File: src/rtl/rr_arbiter_4_pkg.sv
// Shared definitions for the 4-way round-robin arbiter: state encodings,
// requester count and the rotating priority search.
package rr_arbiter_4_pkg;

  localparam int NUM_REQ = 4;

  typedef enum logic [1:0] {
    ST_IDLE    = 2'd0,
    ST_GRANT   = 2'd1,
    ST_RELEASE = 2'd2
  } state_t;

  // Returns {found, index} of the first set request starting at ptr.
  // Scanning from the farthest offset down lets the nearest one win.
  function automatic logic [2:0] rr_pick(input logic [NUM_REQ-1:0] req,
                                         input logic [1:0]         ptr);
    logic [2:0] pick;
    logic [1:0] idx;
    pick = 3'b000;
    for (int i = NUM_REQ - 1; i >= 0; i--) begin
      idx = ptr + 2'(i);
      if (req[idx]) pick = {1'b1, idx};
    end
    return pick;
  endfunction

endpackage

File: src/rtl/rr_arbiter_4_dec.sv
// 2-to-4 one-hot decoder with enable; all-zero output when disabled.
// Purely combinational, no handshake.
module two_to_four_Dec (
  input  logic [1:0] In,
  input  logic       En,
  output logic [3:0] Out
);

  always_comb begin
    Out = 4'b0000;
    if (En) Out[In] = 1'b1;
  end

endmodule

File: src/rtl/rr_arbiter_4.sv
// Four-requester round-robin arbiter with hold/release handshake, hold timeout
// and one turnaround cycle between owners; one-cycle request-to-grant latency.
module rr_arbiter_4
  import rr_arbiter_4_pkg::*;
#(
  parameter int MAX_HOLD = 16,
  parameter int CNT_W    = 5
) (
  input  logic       clk,
  input  logic       rst,
  input  logic       en,
  input  logic [3:0] req,
  input  logic       done,
  output logic [3:0] grant,
  output logic [1:0] grant_id,
  output logic       busy,
  output logic       timeout
);

  localparam logic [CNT_W-1:0] HOLD_LAST = CNT_W'((MAX_HOLD == 0) ? 0 : MAX_HOLD - 1);

  state_t           state, state_nxt;
  logic [1:0]       ptr, ptr_nxt;
  logic [CNT_W-1:0] hold_cnt, hold_nxt;
  logic [1:0]       grant_id_nxt;
  logic             timeout_nxt;
  logic             win_vld;
  logic [1:0]       win_idx;
  logic [1:0]       dec_idx;
  logic             dec_en;
  logic [3:0]       dec_out;
  logic             owner_gone;
  logic             hold_last;

  assign {win_vld, win_idx} = rr_pick(req, ptr);
  assign owner_gone = ~req[grant_id];
  assign hold_last  = (MAX_HOLD != 0) && (hold_cnt == HOLD_LAST);

  always_comb begin
    state_nxt    = state;
    ptr_nxt      = ptr;
    hold_nxt     = hold_cnt;
    grant_id_nxt = grant_id;
    timeout_nxt  = 1'b0;
    dec_idx      = grant_id;
    case (state)
      ST_GRANT: begin
        // Other requesters are not looked at until the owner lets go.
        if (done || owner_gone || hold_last) begin
          state_nxt   = ST_RELEASE;
          timeout_nxt = hold_last && !done && !owner_gone;
        end else begin
          hold_nxt = hold_cnt + 1'b1;
        end
      end
      default: begin
        if (en && win_vld) begin
          state_nxt    = ST_GRANT;
          grant_id_nxt = win_idx;
          dec_idx      = win_idx;
          ptr_nxt      = win_idx + 2'd1;
          hold_nxt     = '0;
        end else begin
          state_nxt = ST_IDLE;
        end
      end
    endcase
  end

  assign dec_en = (state_nxt == ST_GRANT);

  two_to_four_Dec u_dec (
    .In  (dec_idx),
    .En  (dec_en),
    .Out (dec_out)
  );

  always_ff @(posedge clk) begin
    if (rst) begin
      state    <= ST_IDLE;
      ptr      <= 2'd0;
      hold_cnt <= '0;
      grant    <= 4'b0000;
      grant_id <= 2'd0;
      busy     <= 1'b0;
      timeout  <= 1'b0;
    end else begin
      state    <= state_nxt;
      ptr      <= ptr_nxt;
      hold_cnt <= hold_nxt;
      grant    <= dec_out;
      grant_id <= grant_id_nxt;
      busy     <= dec_en;
      timeout  <= timeout_nxt;
    end
  end

endmodule

File: config.mk
export PLATFORM = sky130hd
export DESIGN_NAME = rr_arbiter_4
export DESIGN_NICKNAME = d
export VERILOG_FILES = /design/src/rtl/rr_arbiter_4_pkg.sv /design/src/rtl/rr_arbiter_4_dec.sv /design/src/rtl/rr_arbiter_4.sv
export SDC_FILE = /design/constraint.sdc
export NUM_CORES = 1
export LEC_CHECK = 0
export CORE_ASPECT_RATIO = 0.9
export CORE_MARGIN = 10
export CORE_UTILIZATION = 50
export DETAILED_ROUTE_END_ITERATION = 16
export GPL_ROUTABILITY_DRIVEN = 0
export GPL_TIMING_DRIVEN = 0
export PLACE_DENSITY = 0.87
export SYNTH_ARGS = -nofsm -noshare
export SYNTH_HDL_FRONTEND = slang
export SYNTH_SLANG_ARGS = --single-unit
export TNS_END_PERCENT = 50
File: constraint.sdc
create_clock -name clk -period 6.2 [get_ports clk]
set_input_delay 1.24 -clock clk [delete_from_list [all_inputs] [get_ports clk]]
set_output_delay 1.24 -clock clk [all_outputs]
set_load 0.01 [all_outputs]
==> impl_results.md <==
- Crit end category: flip-flop
- Root Driver: clkbuf_4
- Worst R2R Path Depth: 7
- Kind of cell adding the most delay to the critical path: simple AND/OR/NAND/NOR gates
- Hold-fix buffers, CTS: 0
- Clock slew at reported path FFs: 100 ps
- Synth top area share: just over 40%
- Fillcell total: about 120
- Fin. Hold Viols: 0
- DRC Markers: 0
- CTS resizes: 0
- Max Cap Viol: 0
- H-tree Lvls: 1
- Tcrit/Tclk final: 46.30%
- Startpoint types: primary input
- Non-Filler Instances: 128
- First-pass GRT wire length: 3263 µm
- Crit-path max cell delay: 580 ps
- Post-route ant nets: 0
- RR Startpoint: hold_cnt[0]
- Critical-path cell with the highest stage delay: or4_4
- Mapped cell area: 840.8 µm²
- Reg2Reg Setup Slack: 3890 ps
- Worst Path Class, Setup: in -> reg
- Die Footprint: 0.003724 mm²
- Nets: 117
- Sequential share of the synthesized area: 40.48%
- Hpwl dp: 1426 µm
- Top-count cell post-synth: dfxtp_1
- Status: complete, no violations
- Core area: 0.001513 mm²
- WL/cell: around 15 µm
- CTS tree: done
- Vias in the first global route: 728
- Die extent in x: 63.23 µm
- Mapped Cells: 87
- RSZ-0062 raised after global routing: false
- Initial antenna violation count: 0
- Peak VDD IR: 0.0001902 V
- Top post-synthesis cells by count: dfxtp_1, inv_1, nor2_1
- Clock latency on the worst-skew pair: around 290 ps
- CTS Sinks: 17
- Primary FF master, synth: dfxtp_1
- Num CTS Buffers: 3
- Grt ovf: 0
- PwrDens: 215.6 mW/mm²
- Clock buffer depth: 2
- ANT cells: 0
- Final Power: approximately 0.00023 W
- First-pass DRT Iterations: 4
- Worst-path fanout max: 6
- Worst clock skew: slightly above 2 ps
- Vias: 734
- Max-slew violations: 0
- Die Ht: 58.91 µm
- # rows: 13
- Worst hold path type: reg -> reg
- Syn nets: 97
- EDFF count, synth: 0
- Slew HR: approximately 65%
- DRT iter0 DRCs: 13
- Lkg Pwr: between 0.3 and 0.4 nW
- R2r endpoint: hold_cnt[3]
- Final setup viols: 0
- Hold Path Sink: hold_cnt[4]
- Crit path DAT: 3080 ps
- Layout area overhead: 24.70%
- Post-synthesis async set-or-reset flop share: 0%
- Total GRT Usage: roughly 11%
- Synth unique cells: 39
- Max frequency: around 0.35 GHz
- Final Core Density: a little under 70%
- Largest area contributor in the netlist: dfxtp_1
- Critical Path RT: 6410 ps
- I/O pins: 16
- Initial Utilization: 55.58%
- Period minus WS final: between 2000 and 3000 ps
- Share of cells above drive strength 1: 17.92%
- Worst-Margin Slew: about 520 ps
- CP cell instances: clkdlybuf4s50_1 > or4_4 > and3_4 > mux2_4 > nor4b_2
- Port Buffers: 15
- Vias/cell: roughly 5.7
- Warnings, synthesis: 0
- Hold Path Cell Cnt: 2
- Mean Syn Cell Area: 9.664 µm²
- Placed cell count: 124
- Area contributors post-synth: dfxtp_1, a31o_2, ha_1
- Largest net degree at the start of global routing: 12
- Post-Route WL: around 1900 µm
- Total negative setup slack: 0 ps
- Worst path buffer plus inverter count: 1
- Hold Crit Start: hold_cnt[4]
- #FFs+latches synth: 17
- Post-CTS setup buffer count: 0
## cell type report
| class | instances | area [µm²] | area share (%) |
|---|---|---|---|
| sequential | 17 | 340.3 | 32.46 |
| clock buffer | 3 | 22.52 | 2.148 |
| timing repair buffer | 15 | 150.1 | 14.32 |
| inverter | 6 | 22.52 | 2.148 |
| buffer | 2 | 8.758 | 0.8353 |
| multi-input combinational | 62 | 469.2 | 44.75 |
| clock inverter | 1 | 7.507 | 0.7160 |
| tap | 22 | 27.53 | 2.625 |
## worst register-to-register path: cells and delay by family, from the launching register on
kind	cells	cell delay, ps
flip-flops	1	350
AO/OA/AOI/OAI	3	800
AND/OR/NAND/NOR	2	640
adder cells (fa/ha/maj)	2	420
## placed cells by master, fill, tap and decap left out, drive strengths merged, types with 2 or more instances in the layout
cell type and n:
a211oi 3, a21oi 4, a31o 4, and3 2, clkbuf 4, clkdlybuf4s50 15, dfxtp 17, ha 2
inv 6, mux2 2, mux2i 2, nand2b 4, nand3 4, nor2 6, nor2b 2, nor3 3
nor4 3, nor4b 2, o211ai 2, or3 2, or3b 2
## report_power, final
group	switching (W)	total (W)	internal, W
Clock	0.0000361	0.0000607	0.0000246
Combinational	0.0000243	0.0000466	0.0000223
Sequential	0.00000442	0.000119	0.000114
Total	0.0000649	0.000226	0.000161
## state kept, by name, summed over array words and instances (netlist names)
signal / cells
ptr: 2
grant_id: 2
busy: 1
hold_cnt: 5
grant: 4
timeout: 1
state: 2
## routing by layer
metal / wire length, µm / track usage [%]
met4: 10 / 2.804
met3: 166 / 6.238
met2: 840 / 17.95
met1: 874 / 11.46
met5: 0 / 0
## through the flow
step | cell area (µm²) | setup WS (ps) | hold WS, ps
floorplan | 840.8 | 3614 | 459.1
global placement | 1018 | 3044 | 476.0
detailed placement | 1018 | 3010 | 504.8
CTS | 1049 | 3322 | 518.7
global route | 1049 | 3256 | 531.8
finish | 1049 | 3330 | 520.1
## worst max path at each step
stage,startpoint,endpoint,slack [ps],cells past startpoint
2_1_floorplan,req[2],grant[1],3610,4
3_3_place_gp,req[2],hold_cnt[0],3040,5
3_5_place_dp,req[2],grant[1],3010,5
4_1_cts,req[2],grant[1],3320,5
5_1_grt,req[2],hold_cnt[0],3260,5
6_report,req[2],grant[1],3330,5
## kinds of logic after synthesis
family                   count (synthesis)  synth area share (%)
flip-flops                              17                 40.48
adder cells (fa/ha/maj)                  2                 2.976
buffers and inverters                    8                 3.719
multiplexers                             4                 5.505
AO/OA/AOI/OAI                           22                 20.54
AND/OR/NAND/NOR                         34                 26.78
No activity file was read; power rests on OpenSTA's default activity.
==> edit 1, RTL diff (config.mk and constraints unchanged) <==
The 3 states of `state_t` get a one-hot encoding in 3 bits.
--- a/src/rtl/rr_arbiter_4_pkg.sv
+++ b/src/rtl/rr_arbiter_4_pkg.sv
@@ -4,10 +4,10 @@
 
   localparam int NUM_REQ = 4;
 
-  typedef enum logic [1:0] {
-    ST_IDLE    = 2'd0,
-    ST_GRANT   = 2'd1,
-    ST_RELEASE = 2'd2
+  typedef enum logic [2:0] {
+    ST_IDLE    = 3'b001,
+    ST_GRANT   = 3'b010,
+    ST_RELEASE = 3'b100
   } state_t;
 
   // Returns {found, index} of the first set request starting at ptr.
Formal check against the unedited RTL: same outputs for any inputs over 10 cycles, from zero or initial values and one cycle with rst high; not proved beyond that.
==> edit 1 against the unedited design <==
Worst setup slack improved by 0.10 ns. Largest power group unchanged. Synthesized cell count increased by 4.6%. Cell area increased by 2.0%. Clock skew about the same. Sequential cell count increased by 1. Total power increased by 4.4%. Synthesized area increased by 2.7%. Routed wire length increased by 0.42%.
==> edit 1: results <==
status:
  status: "complete, no violations"
layout:
  clk_share: 0.03392
  num-fill-cells: 144
  final_core_util: 0.6497
  drive_above_1_share: 0.1101
  multi_input_area_share: 0.4421
  n_clock_buffer: 4
  n_all_inverters: 7
  sh_seq_area: 0.3368
  layout.nets: 120
  bufAreaShareNonClock: 0.1345
  buffers_excl_clock: 15
  reg.largest.list: "hold_cnt: 5 flops, grant: 4 flops, state: 3 flops"
  final_cells: 133
synthesis:
  ys_seq_area_frac: 0.4174
  synthXorXnorAreaFrac: 0
  yosys-top-cells-count: "dfxtp_1 (18), inv_1 (7), nand2_1 (5), nor2_1 (5), a21oi_1 (4)"
  synthTopCellsByArea: "dfxtp_1 (42%), mux2i_1 (3.5%), o41ai_4 (3.2%), inv_1 (3.0%), ha_1 (2.9%)"
  muxShareOfSynthArea: 0.03478
  synthCells: 91
  ys_ff_latch: 18
  synth_nets: 101
  synth_compound_area_frac: 0.2623
  synthAdderAreaFrac: 0.02899
detailed_routing:
  dr_total_vias: 732
  drt-initial-drc-count: 16
  wl_per_cell_um: 14.28
  wl_met2_um: 907
  wl_met3_um: 142
  wl_met1_um: 832
worst_setup_path:
  r2r-end: "hold_cnt[4]"
  crit_slowest_cell: "clkdlybuf4s50_1"
  endpoint: "grant[0]"
  cp_max_fo: 6
  critPathMaxStageDelay_ns: 0.51
  ff2ff_setup_slack_ns: 4.34
  arrival_ns: 2.96
  ff2ff_path_depth: 6
placed_design:
  port_buffers: 14
  dp_hpwl_mm: 1.536
  place_area_um2: 1033
  pre_cts_ws_ns: 3.101
power:
  vdd_drop_max_mv: 0.1969
  p_leak_nw: 0.4004
die:
  die_area_um2: 3791
cts:
  cts-resized-gates: 0
  cts_max_level: 1
  path_clk_slew_ns: 0.10
timing:
  min_period_ns: 2.771
  relSlewSlack: 0.6452
global_routing:
  met2_usage: 0.1915
  grt_max_degree: 11
  grt_util_met1: 0.1117
  grtUsageTotal: 0.1091
  grt_pass1_wl_mm: 3.312
  use_met3: 0.05860
min_path:
  min_path_type: "flop to flop"
## edit 1: worst min path at each step
| stage | start | end | slack [ns] |
|---|---|---|---|
| floorplan | hold_cnt[2] | hold_cnt[2] | 0.45 |
| global placement | hold_cnt[2] | hold_cnt[2] | 0.48 |
| detailed placement | hold_cnt[2] | hold_cnt[2] | 0.48 |
| CTS | hold_cnt[2] | hold_cnt[2] | 0.50 |
| global route | hold_cnt[2] | hold_cnt[2] | 0.53 |
| finish | hold_cnt[2] | hold_cnt[2] | 0.50 |
## edit 1: power by group
part | leakage, nW | internal, W | total, W | switching, W
clock network | 0.0210 | 0.0000358 | 0.0000710 | 0.0000352
logic | 0.233 | 0.0000193 | 0.0000411 | 0.0000217
registers | 0.147 | 0.000120 | 0.000124 | 0.00000360
total | 0.400 | 0.000176 | 0.000236 | 0.0000606
## edit 1: worst max-delay path, delay by kind of cell
family / cells / cell delay [ns]
AO/OA/AOI/OAI: 2 / 0.83
buffers and inverters: 1 / 0.51
AND/OR/NAND/NOR: 2 / 0.37
==> edit 2, RTL diff (same flow settings) <==
Made on the original files. Change the parameter `CNT_W` from 5 to 4.
--- a/src/rtl/rr_arbiter_4.sv
+++ b/src/rtl/rr_arbiter_4.sv
@@ -4,7 +4,7 @@
   import rr_arbiter_4_pkg::*;
 #(
   parameter int MAX_HOLD = 16,
-  parameter int CNT_W    = 5
+  parameter int CNT_W    = 4
 ) (
   input  logic       clk,
   input  logic       rst,
Function: no difference found for any inputs over 10 cycles, from zero or initial values and one cycle with rst high; that may be too few to reach the edited logic, so the function may still have changed.
==> edit 2 against the unedited design <==
Global-route usage fell by 0.49 points. Worst setup slack got worse by 0.049 ns. Die area fell by 3.4%. Largest cell class unchanged. Non-clock buffer count rose by 1. Cell area fell by 5.7%. Critical endpoint is now hold_cnt[3]. Synthesized area fell by 5.1%. Sequential cell count fell by 1. Fmax fell by 1.7%. Synthesized cell count fell by 3.4%. Total power fell by 6.3%. Sequential share of layout area fell by 0.053 points. Routed wire length fell by 7.7%.
==> edit 2: results <==
power:
  p_leak_nw: 0.3525
  vdd_drop_max_mv: 0.1469
  internal_power_w: 0.0001539
timing:
  hold_slack_ns: 0.5145
  worstMarginPinSlew_ns: 0.9507
  clock-skew-final_ns: 0.004287
min_path:
  hold_start: "hold_cnt[1]"
  holdPathEnd: "hold_cnt[1]"
  whs_path_depth: 2
detailed_routing:
  firstDrtPassIters: 2
  dr_total_vias: 666
  routed_wl_mm: 1.746
  drt-initial-drc-count: 23
synthesis:
  ys_seq_area_frac: 0.4013
  synthTopCellsByArea: "dfxtp_1 (40%), nor2_1 (5.2%), a21oi_1 (3.8%), nor2b_1 (3.1%), nor3b_2 (3.1%)"
  synth_nets: 93
  async_flop_share: 0
  yosys-top-cells-count: "dfxtp_1 (16), nor2_1 (11), a21oi_1 (6)"
  yosysUniqueCellTypes: 35
layout:
  num-fill-cells: 125
  layout.nets: 112
  drive_above_1_share: 0.1386
  reg.largest.list: "grant: 4 flops, hold_cnt: 4 flops"
worst_setup_path:
  ff2ff_path_depth: 6
  cp_max_fo: 5
  r2r_start: "grant_id[0]"
  r2r-end: "grant[3]"
  ff2ff_setup_slack_ns: 4.48
global_routing:
  grt_max_degree: 11
  grt_pass1_vias: 630
  grt_pass1_wl_mm: 3.001
  grtUsageTotal: 0.1023
  antenna_found_initial: 0
placed_design:
  pre_cts_ws_ns: 3.038
  dp_hpwl_mm: 1.295
  port_buffers: 14
cts:
  cts_max_level: 1
  path_clk_slew_ns: 0.09
  clockBufferDepth: 2
status:
  status: "complete, no violations"
-- edit 2: stage by stage --
stage,power (W),utilization,instances,area (um2)
floorplan,0.0001448,-,84,798.3
global placement,0.0001595,0.6526,120,965.9
detailed placement,0.0001612,0.6526,120,965.9
CTS,0.0002131,0.6678,123,988.4
global route,0.0002232,0.6678,123,988.4
finish,0.0002119,0.6678,123,988.4
-- edit 2: critical path, stage by stage --
cell and delay (ns):
clkdlybuf4s50_1 0.48, or2_1 0.27, o311ai_0 0.79, nand3b_1 0.17
a31oi_1 0.19
-- edit 2: power groups by stage --
| stage | logic (W) | clock network (W) | registers (W) |
|---|---|---|---|
| finish | 0.0000467 | 0.0000529 | 0.000112 |
| global route | 0.0000510 | 0.0000593 | 0.000113 |
| CTS | 0.0000470 | 0.0000539 | 0.000112 |
| detailed placement | 0.0000467 | 0 | 0.000115 |
| global placement | 0.0000453 | 0 | 0.000114 |
| floorplan | 0.0000297 | 0 | 0.000115 |
-- edit 2: how the worst max path moves through the flow --
| stage | startpoint | endpoint | slack (ns) |
|---|---|---|---|
| floorplan | req[2] | grant[1] | 3.85 |
| global placement | req[2] | hold_cnt[3] | 3.04 |
| detailed placement | req[2] | hold_cnt[3] | 3.04 |
| CTS | req[2] | hold_cnt[3] | 3.30 |
| global route | req[2] | hold_cnt[3] | 3.20 |
| finish | req[2] | hold_cnt[3] | 3.28 |
-- edit 2: cells by family after synthesis --
logic type,Yosys count,synth area share
AND/OR/NAND/NOR,36,0.2476
flip-flops,16,0.4013
adder cells (fa/ha/maj),1,0.01567
multiplexers,4,0.07366
buffers and inverters,7,0.05328
XOR/XNOR,1,0.01097
AO/OA/AOI/OAI,19,0.1975
-- edit 2: routing by layer --
layer,track usage,up-vias,share of wire
met2,0.1608,16,0.44
met4,0.05863,0,0.017
met1,0.1187,305,0.48
li1,-,341,-
met5,0,-,0
met3,0.03647,4,0.058
-- edit 2: area by class of cell --
cell class                 count  area, um2  area share
multi-input combinational     61      435.4      0.4405
sequential                    16      320.3      0.3241
timing repair buffer          14      140.1      0.1418
buffer                         4      31.28     0.03165
tap                           22      27.53     0.02785
clock buffer                   3      22.52     0.02278
inverter                       3      11.26     0.01139
